$ cat config.mk
export PLATFORM = sky130hd
export DESIGN_NAME = svd_result_collector_flat
export DESIGN_NICKNAME = d
export VERILOG_FILES = /design/src/rtl/svd_pkg.sv /design/src/rtl/svd_result_collector_if.sv /design/src/rtl/svd_result_collector.sv /design/src/flat_wrapper.sv
export SDC_FILE = /design/constraint.sdc
export NUM_CORES = 1
export LEC_CHECK = 0
export CELL_PAD_IN_SITES_DETAIL_PLACEMENT = 1
export CELL_PAD_IN_SITES_GLOBAL_PLACEMENT = 1
export CORE_ASPECT_RATIO = 0.6
export CORE_MARGIN = 4
export CORE_UTILIZATION = 33
export CTS_BUF_LIST = sky130_fd_sc_hd__clkbuf_16
export CTS_CLUSTER_SIZE = 24
export DETAILED_ROUTE_END_ITERATION = 16
export GPL_ROUTABILITY_DRIVEN = 0
export PLACE_DENSITY_LB_ADDON = 0.12
export SYNTH_ARGS = -nofsm -noshare
export SYNTH_HDL_FRONTEND = slang
export SYNTH_SLANG_ARGS = --single-unit
$ cat constraint.sdc
create_clock -name clk -period 1.9 [get_ports clk]
set_clock_uncertainty 0.05 [all_clocks]
set_input_delay 0.38 -clock clk [delete_from_list [all_inputs] [get_ports clk]]
set_output_delay 0.38 -clock clk [all_outputs]
set_load 0.1 [all_outputs]
$ cat src/rtl/svd_pkg.sv
// svd_pkg: widths, capture length and collector state encoding shared by the SVD datapath
package svd_pkg;

    localparam int UV_W   = 8;
    localparam int S_W    = 14;
    localparam int N_ELEM = 4;
    localparam int N_CAPT = 8;

    typedef enum logic [1:0] {IDLE, REQ, CAPT, DONE} collect_state_t;

endpackage

$ cat src/rtl/svd_result_collector_if.sv
// svd_result_collector_if: readout stream from the SVD interface plus the result/ack handshake to the consumer
interface svd_result_collector_if #(
    parameter int UV_W = svd_pkg::UV_W,
    parameter int S_W  = svd_pkg::S_W
);

    logic                   ready;
    logic [UV_W-1:0]        data_o_UV;
    logic [S_W/2-1:0]       data_o_S;
    logic                   oe;
    logic [1:0]             element_sel;
    logic                   busy;
    logic signed [UV_W-1:0] u0, u1, u2, u3;
    logic signed [UV_W-1:0] v0, v1, v2, v3;
    logic signed [S_W-1:0]  s0, s1, s2, s3;
    logic                   result_valid;
    logic                   result_ack;

    modport master (
        input  ready, data_o_UV, data_o_S, result_ack,
        output oe, element_sel, busy, result_valid,
        output u0, u1, u2, u3, v0, v1, v2, v3, s0, s1, s2, s3
    );

    modport slave (
        output ready, data_o_UV, data_o_S, result_ack,
        input  oe, element_sel, busy, result_valid,
        input  u0, u1, u2, u3, v0, v1, v2, v3, s0, s1, s2, s3
    );

endinterface

$ cat src/rtl/svd_result_collector.sv
// svd_result_collector: requests SVD readout and reassembles the multiplexed U/V/S stream into parallel registers
module svd_result_collector
    import svd_pkg::*;
#(
    parameter int UV_W = svd_pkg::UV_W,
    parameter int S_W  = svd_pkg::S_W
) (
    input  logic                   clk,
    input  logic                   rst,
    svd_result_collector_if.master bus
);

    localparam int H = S_W / 2;

    collect_state_t         state_q, state_d;
    logic [2:0]             cnt_q, cnt_d;
    logic                   ready_q;
    logic                   oe_q, oe_d;
    logic signed [UV_W-1:0] u_q [N_ELEM];
    logic signed [UV_W-1:0] u_d [N_ELEM];
    logic signed [UV_W-1:0] v_q [N_ELEM];
    logic signed [UV_W-1:0] v_d [N_ELEM];
    logic signed [S_W-1:0]  s_q [N_ELEM];
    logic signed [S_W-1:0]  s_d [N_ELEM];
    logic [1:0]             sel;

    assign sel = cnt_q[2:1];

    // Next state and capture: even beats carry U and the S low half, odd beats V and the S high half
    always_comb begin
        state_d = state_q;
        cnt_d   = cnt_q;
        u_d     = u_q;
        v_d     = v_q;
        s_d     = s_q;
        case (state_q)
            IDLE: state_d = (bus.ready & ~ready_q) ? REQ : IDLE;
            REQ: begin
                state_d = CAPT;
                cnt_d   = '0;
            end
            CAPT: begin
                cnt_d   = cnt_q + 3'd1;
                state_d = (cnt_q == 3'(N_CAPT - 1)) ? DONE : CAPT;
                if (cnt_q[0]) begin
                    v_d[sel]          = bus.data_o_UV;
                    s_d[sel][S_W-1:H] = bus.data_o_S;
                end else begin
                    u_d[sel]        = bus.data_o_UV;
                    s_d[sel][H-1:0] = bus.data_o_S;
                end
            end
            DONE: state_d = bus.result_ack ? IDLE : DONE;
            default: state_d = IDLE;
        endcase
        oe_d = (state_d == REQ);
    end

    // State, edge-detect history, registered oe and element storage
    always_ff @(posedge clk) begin
        if (rst) begin
            state_q <= IDLE;
            cnt_q   <= '0;
            ready_q <= 1'b0;
            oe_q    <= 1'b0;
            u_q     <= '{default: '0};
            v_q     <= '{default: '0};
            s_q     <= '{default: '0};
        end else begin
            state_q <= state_d;
            cnt_q   <= cnt_d;
            ready_q <= bus.ready;
            oe_q    <= oe_d;
            u_q     <= u_d;
            v_q     <= v_d;
            s_q     <= s_d;
        end
    end

    assign bus.oe           = oe_q;
    assign bus.busy         = (state_q == REQ) || (state_q == CAPT);
    assign bus.element_sel  = (state_q == CAPT) ? sel : 2'd0;
    assign bus.result_valid = (state_q == DONE);
    assign bus.u0 = u_q[0];
    assign bus.u1 = u_q[1];
    assign bus.u2 = u_q[2];
    assign bus.u3 = u_q[3];
    assign bus.v0 = v_q[0];
    assign bus.v1 = v_q[1];
    assign bus.v2 = v_q[2];
    assign bus.v3 = v_q[3];
    assign bus.s0 = s_q[0];
    assign bus.s1 = s_q[1];
    assign bus.s2 = s_q[2];
    assign bus.s3 = s_q[3];

endmodule

$ cat src/flat_wrapper.sv
// flat-port wrapper written by rule: the top's interface ports become plain ports
module svd_result_collector_flat import svd_pkg::*;
#(
    parameter int UV_W = svd_pkg::UV_W,
    parameter int S_W  = svd_pkg::S_W
)
  (clk, rst, bus_ready, bus_data_o_UV, bus_data_o_S, bus_result_ack, bus_oe, bus_element_sel, bus_busy, bus_result_valid, bus_u0, bus_u1, bus_u2, bus_u3, bus_v0, bus_v1, bus_v2, bus_v3, bus_s0, bus_s1, bus_s2, bus_s3);
  svd_result_collector_if #(.UV_W(UV_W), .S_W(S_W)) bus_i ();
  input  logic clk;
  input  logic rst;
  input wire logic [$bits(bus_i.ready)-1:0] bus_ready;
  input wire logic [$bits(bus_i.data_o_UV)-1:0] bus_data_o_UV;
  input wire logic [$bits(bus_i.data_o_S)-1:0] bus_data_o_S;
  input wire logic [$bits(bus_i.result_ack)-1:0] bus_result_ack;
  output wire logic [$bits(bus_i.oe)-1:0] bus_oe;
  output wire logic [$bits(bus_i.element_sel)-1:0] bus_element_sel;
  output wire logic [$bits(bus_i.busy)-1:0] bus_busy;
  output wire logic [$bits(bus_i.result_valid)-1:0] bus_result_valid;
  output wire logic [$bits(bus_i.u0)-1:0] bus_u0;
  output wire logic [$bits(bus_i.u1)-1:0] bus_u1;
  output wire logic [$bits(bus_i.u2)-1:0] bus_u2;
  output wire logic [$bits(bus_i.u3)-1:0] bus_u3;
  output wire logic [$bits(bus_i.v0)-1:0] bus_v0;
  output wire logic [$bits(bus_i.v1)-1:0] bus_v1;
  output wire logic [$bits(bus_i.v2)-1:0] bus_v2;
  output wire logic [$bits(bus_i.v3)-1:0] bus_v3;
  output wire logic [$bits(bus_i.s0)-1:0] bus_s0;
  output wire logic [$bits(bus_i.s1)-1:0] bus_s1;
  output wire logic [$bits(bus_i.s2)-1:0] bus_s2;
  output wire logic [$bits(bus_i.s3)-1:0] bus_s3;
  assign bus_i.ready = bus_ready;
  assign bus_i.data_o_UV = bus_data_o_UV;
  assign bus_i.data_o_S = bus_data_o_S;
  assign bus_i.result_ack = bus_result_ack;
  assign bus_oe = bus_i.oe;
  assign bus_element_sel = bus_i.element_sel;
  assign bus_busy = bus_i.busy;
  assign bus_result_valid = bus_i.result_valid;
  assign bus_u0 = bus_i.u0;
  assign bus_u1 = bus_i.u1;
  assign bus_u2 = bus_i.u2;
  assign bus_u3 = bus_i.u3;
  assign bus_v0 = bus_i.v0;
  assign bus_v1 = bus_i.v1;
  assign bus_v2 = bus_i.v2;
  assign bus_v3 = bus_i.v3;
  assign bus_s0 = bus_i.s0;
  assign bus_s1 = bus_i.s1;
  assign bus_s2 = bus_i.s2;
  assign bus_s3 = bus_i.s3;
  svd_result_collector #(.UV_W(UV_W), .S_W(S_W)) u_core (.clk(clk), .rst(rst), .bus(bus_i));
endmodule
==> results of run 1 <==
[logic make-up (layout without fill, tap and decap cells)]
logic type | count (synthesis) | in the layout | share of synthesized area, %
fa+ha+maj | 5 | 5 | 1.34
flops | 127 | 127 | 54.6
compound gates | 126 | 126 | 13.7
buf+inv | 57 | 199 | 5.54
simple gates | 270 | 270 | 24.8
[what timing repair did]
action | CTS | global route
buffers inserted | 1 | 0
gates resized for setup | 12 | 1
endpoints found under the setup margin | 3 | 15
pin swaps | 0 | 1
[power by group through the flow]
stage / Clock [µW] / Combinational, µW / Sequential (µW)
6_report: 3530 / 887 / 2760
2_1_floorplan: 0 / 292 / 3040
3_3_place_gp: 0 / 828 / 2810
5_1_grt: 3710 / 923 / 2770
3_5_place_dp: 0 / 842 / 2810
4_1_cts: 3570 / 882 / 2760
[cell usage in the layout, fill, tap and decap left out, drive strengths merged]
cell type,n
nand2,240
buf,148
dfxtp,127
a21oi,124
clkbuf,17
clkdlybuf4s50,17
inv,8
nand2b,5
clkinv,5
ha,5
bufinv,4
and4b,3
nand4b,3
and4bb,3
nand4bb,3
and2,3
nand3,2
nor2b,2
nor4b,1
or4b,1
and4,1
nand4,1
nand3b,1
a221oi,1
a22o,1
nor2,1
[final cells by class]
cell class              count  area (µm²)
multi-input cells         401        1890
well taps                 192         240
fillers                  1524        5520
inverters                   2        10.0
clock buffers              17         425
clock inverters            15         210
repair buffers            165        2860
flip-flops and latches    127        2550
[routing by layer]
layer  up-vias  wire length, µm
met2       119             8590
li1       2157                -
met3        17             1240
met1      2246             8050
met4         0              143
met5         -                0
[metrics by stage]
stage               total power (µW)  std cells  util (%)  TNS (ps)
floorplan                       3330        585         -         0
global placement                3640        886      54.7         0
detailed placement              3660        886      54.7         0
CTS                             7220        919      59.7         0
global route                    7400        919      59.7     -1.03
finish                          7180        919      59.7         0
[critical path, stage by stage, from the launching register on]
cell	delay [ps]
dfxtp_2	350
inv_4	60
ha_4	160
buf_6	130
and2_4	160
buf_12	160
[registers in the layout (all words and copies together), names as in the netlist, 2 cells and up]
signal and flops:
u_core.bus.s0 14, u_core.bus.v3 8, u_core.bus.v1 8, u_core.cnt_q 3, u_core.bus.u3 8, u_core.bus.u1 8, u_core.bus.s1 14, u_core.bus.u2 8
u_core.bus.s3 14, u_core.bus.v2 8, u_core.bus.v0 8, u_core.state_q 2, u_core.bus.s2 14, u_core.bus.u0 8
[path summary, 6_finish.rpt]
kind | depth (start not counted) | end | from
setup / recovery | 5 | bus_element_sel[0] | u_core.state_q[0]
setup reg to reg | 5 | u_core.bus.s0[1] | u_core.state_q[0]
hold / removal | 2 | u_core.ready_q | rst
hold reg to reg | 2 | u_core.bus.s3[7] | u_core.bus.s3[7]
==> impl_metrics.tcl, run 1 <==
set metrics [dict create \
    outcome "completed" \
    arrival_ps 1430 \
    synth_seq_area_share_pct 54.6 \
    holdWs_ps 365 \
    yosys_warnings 0 \
    yosysTopAreaCell "dfxtp_1" \
    synth.avg_cell_area_um2 7.95 \
    top_usage_layer "met2" \
    ys_seq_elements 127 \
    synth_commonest_cells "nand2_1 (240), dfxtp_1 (127), a21oi_1 (124)" \
    setup_viol 0 \
    switchingPower_uw 1950 \
    vias 4539 \
    crit_fanout 7 \
    first_global_vias 4898 \
    critPathLaunchType "flop" \
    pin_count 144 \
    synth.distinct_cells 23 \
    track_usage_pct 22.6 \
    p_clk_share_pct 49.2 \
    leakagePower_uw 0.00292 \
    netlist_area_um2 4650 \
    synth_most_common_cell "nand2_1" \
    cts_root_buf "clkbuf_16" \
    irDropWorstVdd_uv 632 \
    swShare_pct 27.2 \
    max_freq_ghz 0.539 \
    gr-usage-met1_pct 28.6 \
    use_met2_pct 37.5 \
    drv_slew 0 \
    cts.clk_slew.worst_paths_ps 60 \
    initial_utilization_pct 33.9 \
    first_pass_iters 4 \
    placed_cell_area_um2 7500 \
    ys.flop_type "dfxtp_1" \
    synth_edf_count 0 \
    intPower_uw 5230 \
    reg2reg_slack_ps 150 \
    async_reset_ff_share_pct 0 \
    rsz0062_at_grt "yes" \
    worstPathRequired_ps 1470 \
    nNetsFinal 738 \
    synth.top_cell.area_share_pct 54.6 \
    power_density_nw_per_um2 878 \
    grt_pass1_wl_um 28000 \
    dp_slack_ps 124 \
    cts.sink_count 127 \
    ys_top_cells_by_area "dfxtp_1 (55%), nand2_1 (19%), a21oi_1 (13%)" \
    synth_fp_nets 609 \
    relSlewSlack_pct 61.1 \
    areaGrowthSynthToFinish_pct 75.9 \
    die_w_um 161 \
    drt-initial-drc-count 237 \
    h-tree-depth 4 \
    avgRoutedWirePerCell_um 19.6 \
    p_seq_share_pct 38.5 \
    die_h_um 100 \
    period_share_pct 97.6 \
    core_area_um2 13700 \
    tightest_slew_ps 584 \
    maxCapViolations 0 \
    hpwl_um 12400 \
    vias_per_cell 4.94 \
    postCtsHoldBufs 0 \
    synthCells 585 \
    cts_tree "done" \
    met3_usage_pct 7.18 \
    period_minus_slack_ps 1860 \
    path_class "reg -> out" \
    grt_overflow_total 0 \
    fin_area_um2 8190 \
    clk_latency_ps 410 \
    n_antenna_cell 0 \
    grt_max_degree 55 \
    die_area_um2 16100 \
    row_count 33 \
    cts.path.max_buffers 2 \
    drc 0 \
    drt.antenna.violating_nets 0 \
    wirelength_um 18000 \
    hold_class "in -> reg" \
    cp-end-kind "output pin" \
    layout-drive-gt1-share_pct 26.4 \
    p_comb_share_pct 12.3 \
    port_buffers 143 \
    hold_violations 0 \
    timing.final.ws_setup_ps 44.8 \
    antenna_found_initial 0 \
    cts_inserted_buffers 17 \
]
(Power assumes the default switching activity.)
==> inputs of run 2 (changes only) <==
--- a/config.mk
+++ b/config.mk
@@ -8,7 +8,6 @@
 export CELL_PAD_IN_SITES_DETAIL_PLACEMENT = 1
 export CELL_PAD_IN_SITES_GLOBAL_PLACEMENT = 1
 export CORE_ASPECT_RATIO = 0.6
-export CORE_MARGIN = 4
 export CORE_UTILIZATION = 33
 export CTS_BUF_LIST = sky130_fd_sc_hd__clkbuf_16
 export CTS_CLUSTER_SIZE = 24
==> run 2 against run 1 <==
Effect of this change:
- sequential power barely moved
- core utilization shrank 0.37 points
- largest cell class unchanged
- clock power is 10% lower
- sequential share of layout area up 0.18 points
- global-route usage up 2.2 points
- count of clock-buffer cells in the layout did not move
==> impl_metrics.tcl, run 2 (same netlist as run 1, synthesis figures left out) <==
set metrics [dict create \
    outcome "completed" \
    num-fill-cells 1497 \
    vias_per_cell 4.94 \
    place_inst 886 \
    avgRoutedWirePerCell_um 18.8 \
    relSlewSlack_pct 60.2 \
    period_minus_slack_ps 1850 \
    cp-end-kind "output pin" \
    cts_inserted_buffers 17 \
    irDropWorstVdd_uv 613 \
    clk_latency_ps 410 \
    cts.clk_slew.worst_paths_ps 60 \
    final_common_cell "nand2_1" \
    worstPathRequired_ps 1470 \
    hpwl_um 12100 \
    maxCapViolations 0 \
    die_h_um 94.0 \
    regArea_um2 2550 \
    port_buffers 143 \
    max_freq_ghz 0.542 \
    use_met2_pct 41.3 \
    setup_viol 0 \
    die_w_um 155 \
    gr-usage-met1_pct 30.6 \
    n_antenna_cell 0 \
    power_density_nw_per_um2 839 \
    tightest_slew_ps 596 \
    final_util_pct 59.4 \
    die_area_um2 14600 \
    h-tree-depth 4 \
    vias 4541 \
    wirelength_um 17300 \
    grt_pass1_wl_um 26900 \
    core_area_um2 13700 \
    path_class "reg -> out" \
    drt-initial-drc-count 203 \
    drt.antenna.violating_nets 0 \
    cts_tree "done" \
    pin_count 144 \
    final-instance-count-excl-fill 919 \
    period_share_pct 97.1 \
    crit_fanout 5 \
    areaGrowthSynthToFinish_pct 74.9 \
    leakagePower_uw 0.00288 \
    drc 0 \
    hold_violations 0 \
    antenna_found_initial 0 \
    rsz0062_at_grt "no" \
    critPathLaunchType "flop" \
    grt_max_degree 48 \
    multi_input_area_um2 1890 \
    top_usage_layer "met2" \
    cts.sink_count 127 \
    postCtsHoldBufs 0 \
    hold_class "in -> reg" \
    met3_usage_pct 8.07 \
    initial_utilization_pct 33.9 \
    cts.path.max_buffers 2 \
    cts_root_buf "clkbuf_16" \
    first_global_vias 4951 \
    layout-drive-gt1-share_pct 26.3 \
    drv_slew 0 \
    row_count 33 \
    arrival_ps 1420 \
    track_usage_pct 24.7 \
    most-common-layout-cells "nand2_1 (240), buf_12 (127), a21oi_1 (124), dfxtp_1 (124), buf_4 (20)" \
    grt_overflow_total 0 \
    first_pass_iters 5 \
    nNetsFinal 738 \
]
==> run 2: cell types whose count changed in the layout (fill, tap and decap cells not counted), sizes merged <==
cell / delta
clkinvlp: +5
inv: -4
bufinv: -2
clkinv: +1
==> run 2: final timing paths <==
| path | startpoint | end | cells after the start | slack (ps) |
|---|---|---|---|---|
| worst max-delay path | u_core.state_q[0] | bus_element_sel[1] | 5 | 50 |
| worst min-delay path | rst | u_core.state_q[1] | 2 | 350 |
| worst max register to register | u_core.cnt_q[0] | u_core.bus.oe | 5 | 120 |
| worst min register to register | u_core.bus.s1[9] | u_core.bus.s1[9] | 2 | 440 |
==> run 2: per-stage QoR <==
step	hold slack (ps)	setup WS [ps]	total power [µW]	instance area [µm²]	TNS [ps]
final	349	54.9	6830	8140	0
after global routing	353	3.16	7050	8140	0
after CTS	335	-25.9	6840	8100	-34.7
after detailed placement	436	78.5	3670	7520	0
after global placement	429	185	3650	7520	0
after floorplan	451	73.9	3330	4660	0
==> run 2: layout make-up <==
cell class / instances / area share (%)
clock buffers: 17 / 5.23
clock inverters: 15 / 1.80
inverters: 2 / 0.123
multi-input cells: 401 / 23.3
flip-flops and latches: 127 / 31.3
well taps: 192 / 2.95
repair buffers: 165 / 35.3
==> run 2: report_power, final <==
| part | leakage [µW] | switching [µW] | internal, µW | total, µW |
|---|---|---|---|---|
| Combinational | 0.00158 | 579 | 311 | 890 |
| Sequential | 0.00103 | 57.0 | 2710 | 2770 |
| Clock | 0.000270 | 1250 | 1920 | 3170 |
| Total | 0.00288 | 1890 | 4940 | 6830 |
==> run 2: layer usage <==
layer  up-vias  part of all wire (%)
met2       131                    48
met5         -                     0
met3        15                   7.6
li1       2144                     -
met4         0                  0.79
met1      2251                    44
==> run 2: what timing repair did <==
item,CTS,global route
buffers inserted,0,1
setup endpoints to repair,3,12
resized for setup,6,6
endpoints found under the hold margin,0,0
==> run 2: critical path: stages, from the launching register on <==
cell     delay [ps]
dfxtp_2         350
inv_4            50
ha_4            160
buf_6           120
and2_4          150
buf_12          160
==> inputs of run 3 (changes only) <==
--- a/config.mk
+++ b/config.mk
@@ -8,12 +8,15 @@
 export CELL_PAD_IN_SITES_DETAIL_PLACEMENT = 1
 export CELL_PAD_IN_SITES_GLOBAL_PLACEMENT = 1
 export CORE_ASPECT_RATIO = 0.6
+export CORE_MARGIN = 2
 export CORE_UTILIZATION = 33
 export CTS_BUF_LIST = sky130_fd_sc_hd__clkbuf_16
+export CTS_CLUSTER_DIAMETER = 60
 export CTS_CLUSTER_SIZE = 24
 export DETAILED_ROUTE_END_ITERATION = 16
 export GPL_ROUTABILITY_DRIVEN = 0
 export PLACE_DENSITY_LB_ADDON = 0.12
+export REMOVE_ABC_BUFFERS = 1
 export SYNTH_ARGS = -nofsm -noshare
 export SYNTH_HDL_FRONTEND = slang
 export SYNTH_SLANG_ARGS = --single-unit
==> run 3 against run 2 <==
Effect of this change:
- global-route usage fell by 0.81 points
- clock power shrank 7.6%
- first-iteration DRC count is 11% lower
- combinational power decreased by 0.8%
- fmax up 0.21%
- critical path depth fell by 1
- count of clock-buffer cells in the layout stayed put
- largest power group unchanged
==> impl_metrics.tcl, run 3 (same netlist as run 1, synthesis figures left out) <==
set metrics [dict create \
    outcome "completed" \
    placed_cell_area_um2 7500 \
    track_usage_pct 23.9 \
    grt_max_degree 44 \
    critPathSlowestCell "dfxtp_1" \
    core_area_um2 13700 \
    r2r_end "u_core.bus.v1[5]" \
    setup_viol 0 \
    critPathLaunchType "flop" \
    fin_area_um2 8070 \
    avgRoutedWirePerCell_um 18.6 \
    dp_slack_ps -12.5 \
    cts_tree "done" \
    worstPathRequired_ps 1470 \
    cp-startpoint "u_core.state_q[0]" \
    crit_path_max_incr_delay_ps 330 \
    grt_pass1_wl_um 26600 \
    final_util_pct 58.9 \
    crit_fanout 11 \
    h-tree-depth 4 \
    rsz0062_at_grt "no" \
    initial_utilization_pct 33.9 \
    period_minus_slack_ps 1840 \
    crit_cells 4 \
    r2r_cells 3 \
    first_global_vias 4864 \
    vias 4486 \
    antenna_found_initial 0 \
    arrival_ps 1410 \
    die_h_um 96.0 \
    cts_root_buf "clkbuf_16" \
    cts.sink_count 127 \
    hold_class "in -> reg" \
    die_area_um2 15100 \
    most-common-layout-cells "nand2_1 (240), buf_12 (126), a21oi_1 (124), dfxtp_1 (124), buf_4 (23)" \
    critPathBufInv 2 \
    nNetsFinal 739 \
    drc 0 \
    n_antenna_cell 0 \
    power.total_uw 6580 \
    grt_overflow_total 0 \
    path_class "reg -> out" \
    period_share_pct 96.9 \
    timing.final.ws_setup_ps 58.8 \
    drv_slew 0 \
    reg2reg_slack_ps 160 \
    drt.antenna.violating_nets 0 \
    irDropWorstVdd_uv 574 \
    row_count 33 \
    num-fill-cells 1499 \
    endpoint "bus_element_sel[1]" \
    pin_count 144 \
    power_density_nw_per_um2 815 \
    cp-end-kind "output pin" \
    cts.clk_slew.worst_paths_ps 60 \
    place_inst 887 \
    maxCapViolations 0 \
    wirelength_um 17100 \
    final_common_cell "nand2_1" \
    cts.path.max_buffers 2 \
    r2r-start "u_core.cnt_q[0]" \
    cts_inserted_buffers 17 \
    die_w_um 157 \
    crit_chain "inv_2 > ha_4 > and2_4 > buf_12" \
    layout-drive-gt1-share_pct 26.1 \
    drt-initial-drc-count 180 \
    max_freq_ghz 0.543 \
    vias_per_cell 4.88 \
    hold_violations 0 \
    areaGrowthSynthToFinish_pct 73.5 \
    first_pass_iters 4 \
    final-instance-count-excl-fill 919 \
    tightest_slew_ps 635 \
    hpwl_um 11900 \
    cp_top_family "flip-flops" \
    port_buffers 143 \
    postCtsHoldBufs 0 \
    relSlewSlack_pct 57.6 \
    leakagePower_uw 0.00286 \
    clk_latency_ps 410 \
]
[run 3: area by class of cell]
| cell class | count | area, µm² | share of cell area, % |
|---|---|---|---|
| clock inverter | 14 | 103 | 1.27 |
| sequential | 127 | 2550 | 31.5 |
| clock buffer | 17 | 425 | 5.27 |
| multi-input combinational | 401 | 1890 | 23.4 |
| timing repair buffer | 166 | 2870 | 35.5 |
| inverter | 2 | 7.51 | 0.0930 |
| tap | 192 | 240 | 2.98 |
[run 3: through the flow]
step                setup TNS, ps  hold slack, ps
detailed placement          -21.1             437
global placement                0             429
global route                    0             391
floorplan                   -1060             399
CTS                             0             375
finish                          0             387
[run 3: power breakdown]
group / leakage (µW) / switching (µW) / internal (µW)
Combinational: 0.00158 / 581 / 301
Clock: 0.000256 / 1170 / 1760
Sequential: 0.00103 / 53.5 / 2710
[run 3: metal layers]
metal | vias up | track usage, % | part of all wire (%)
met5 | - | 0 | 0
met4 | 0 | 7.42 | 1.0
met3 | 16 | 8.55 | 8.1
met2 | 127 | 41.2 | 49
met1 | 2189 | 28.3 | 42
li1 | 2154 | - | -
[run 3: how the worst min path moves through the flow]
stage	startpoint	end	slack, ps	cells after the start
2_1_floorplan	rst	u_core.bus.s0[0]	400	1
3_3_place_gp	u_core.bus.u1[2]	u_core.bus.u1[2]	430	2
3_5_place_dp	u_core.bus.s3[13]	u_core.bus.s3[13]	440	2
4_1_cts	rst	u_core.bus.s2[3]	370	2
5_1_grt	rst	u_core.bus.s2[3]	390	2
6_report	rst	u_core.bus.s2[3]	390	2
[run 3: repair_timing]
action / in CTS / in global routing
gates resized for setup: 10 / 1
buffers inserted: 1 / 1
pin swaps: 1 / 0
setup endpoints to repair: 7 / 4
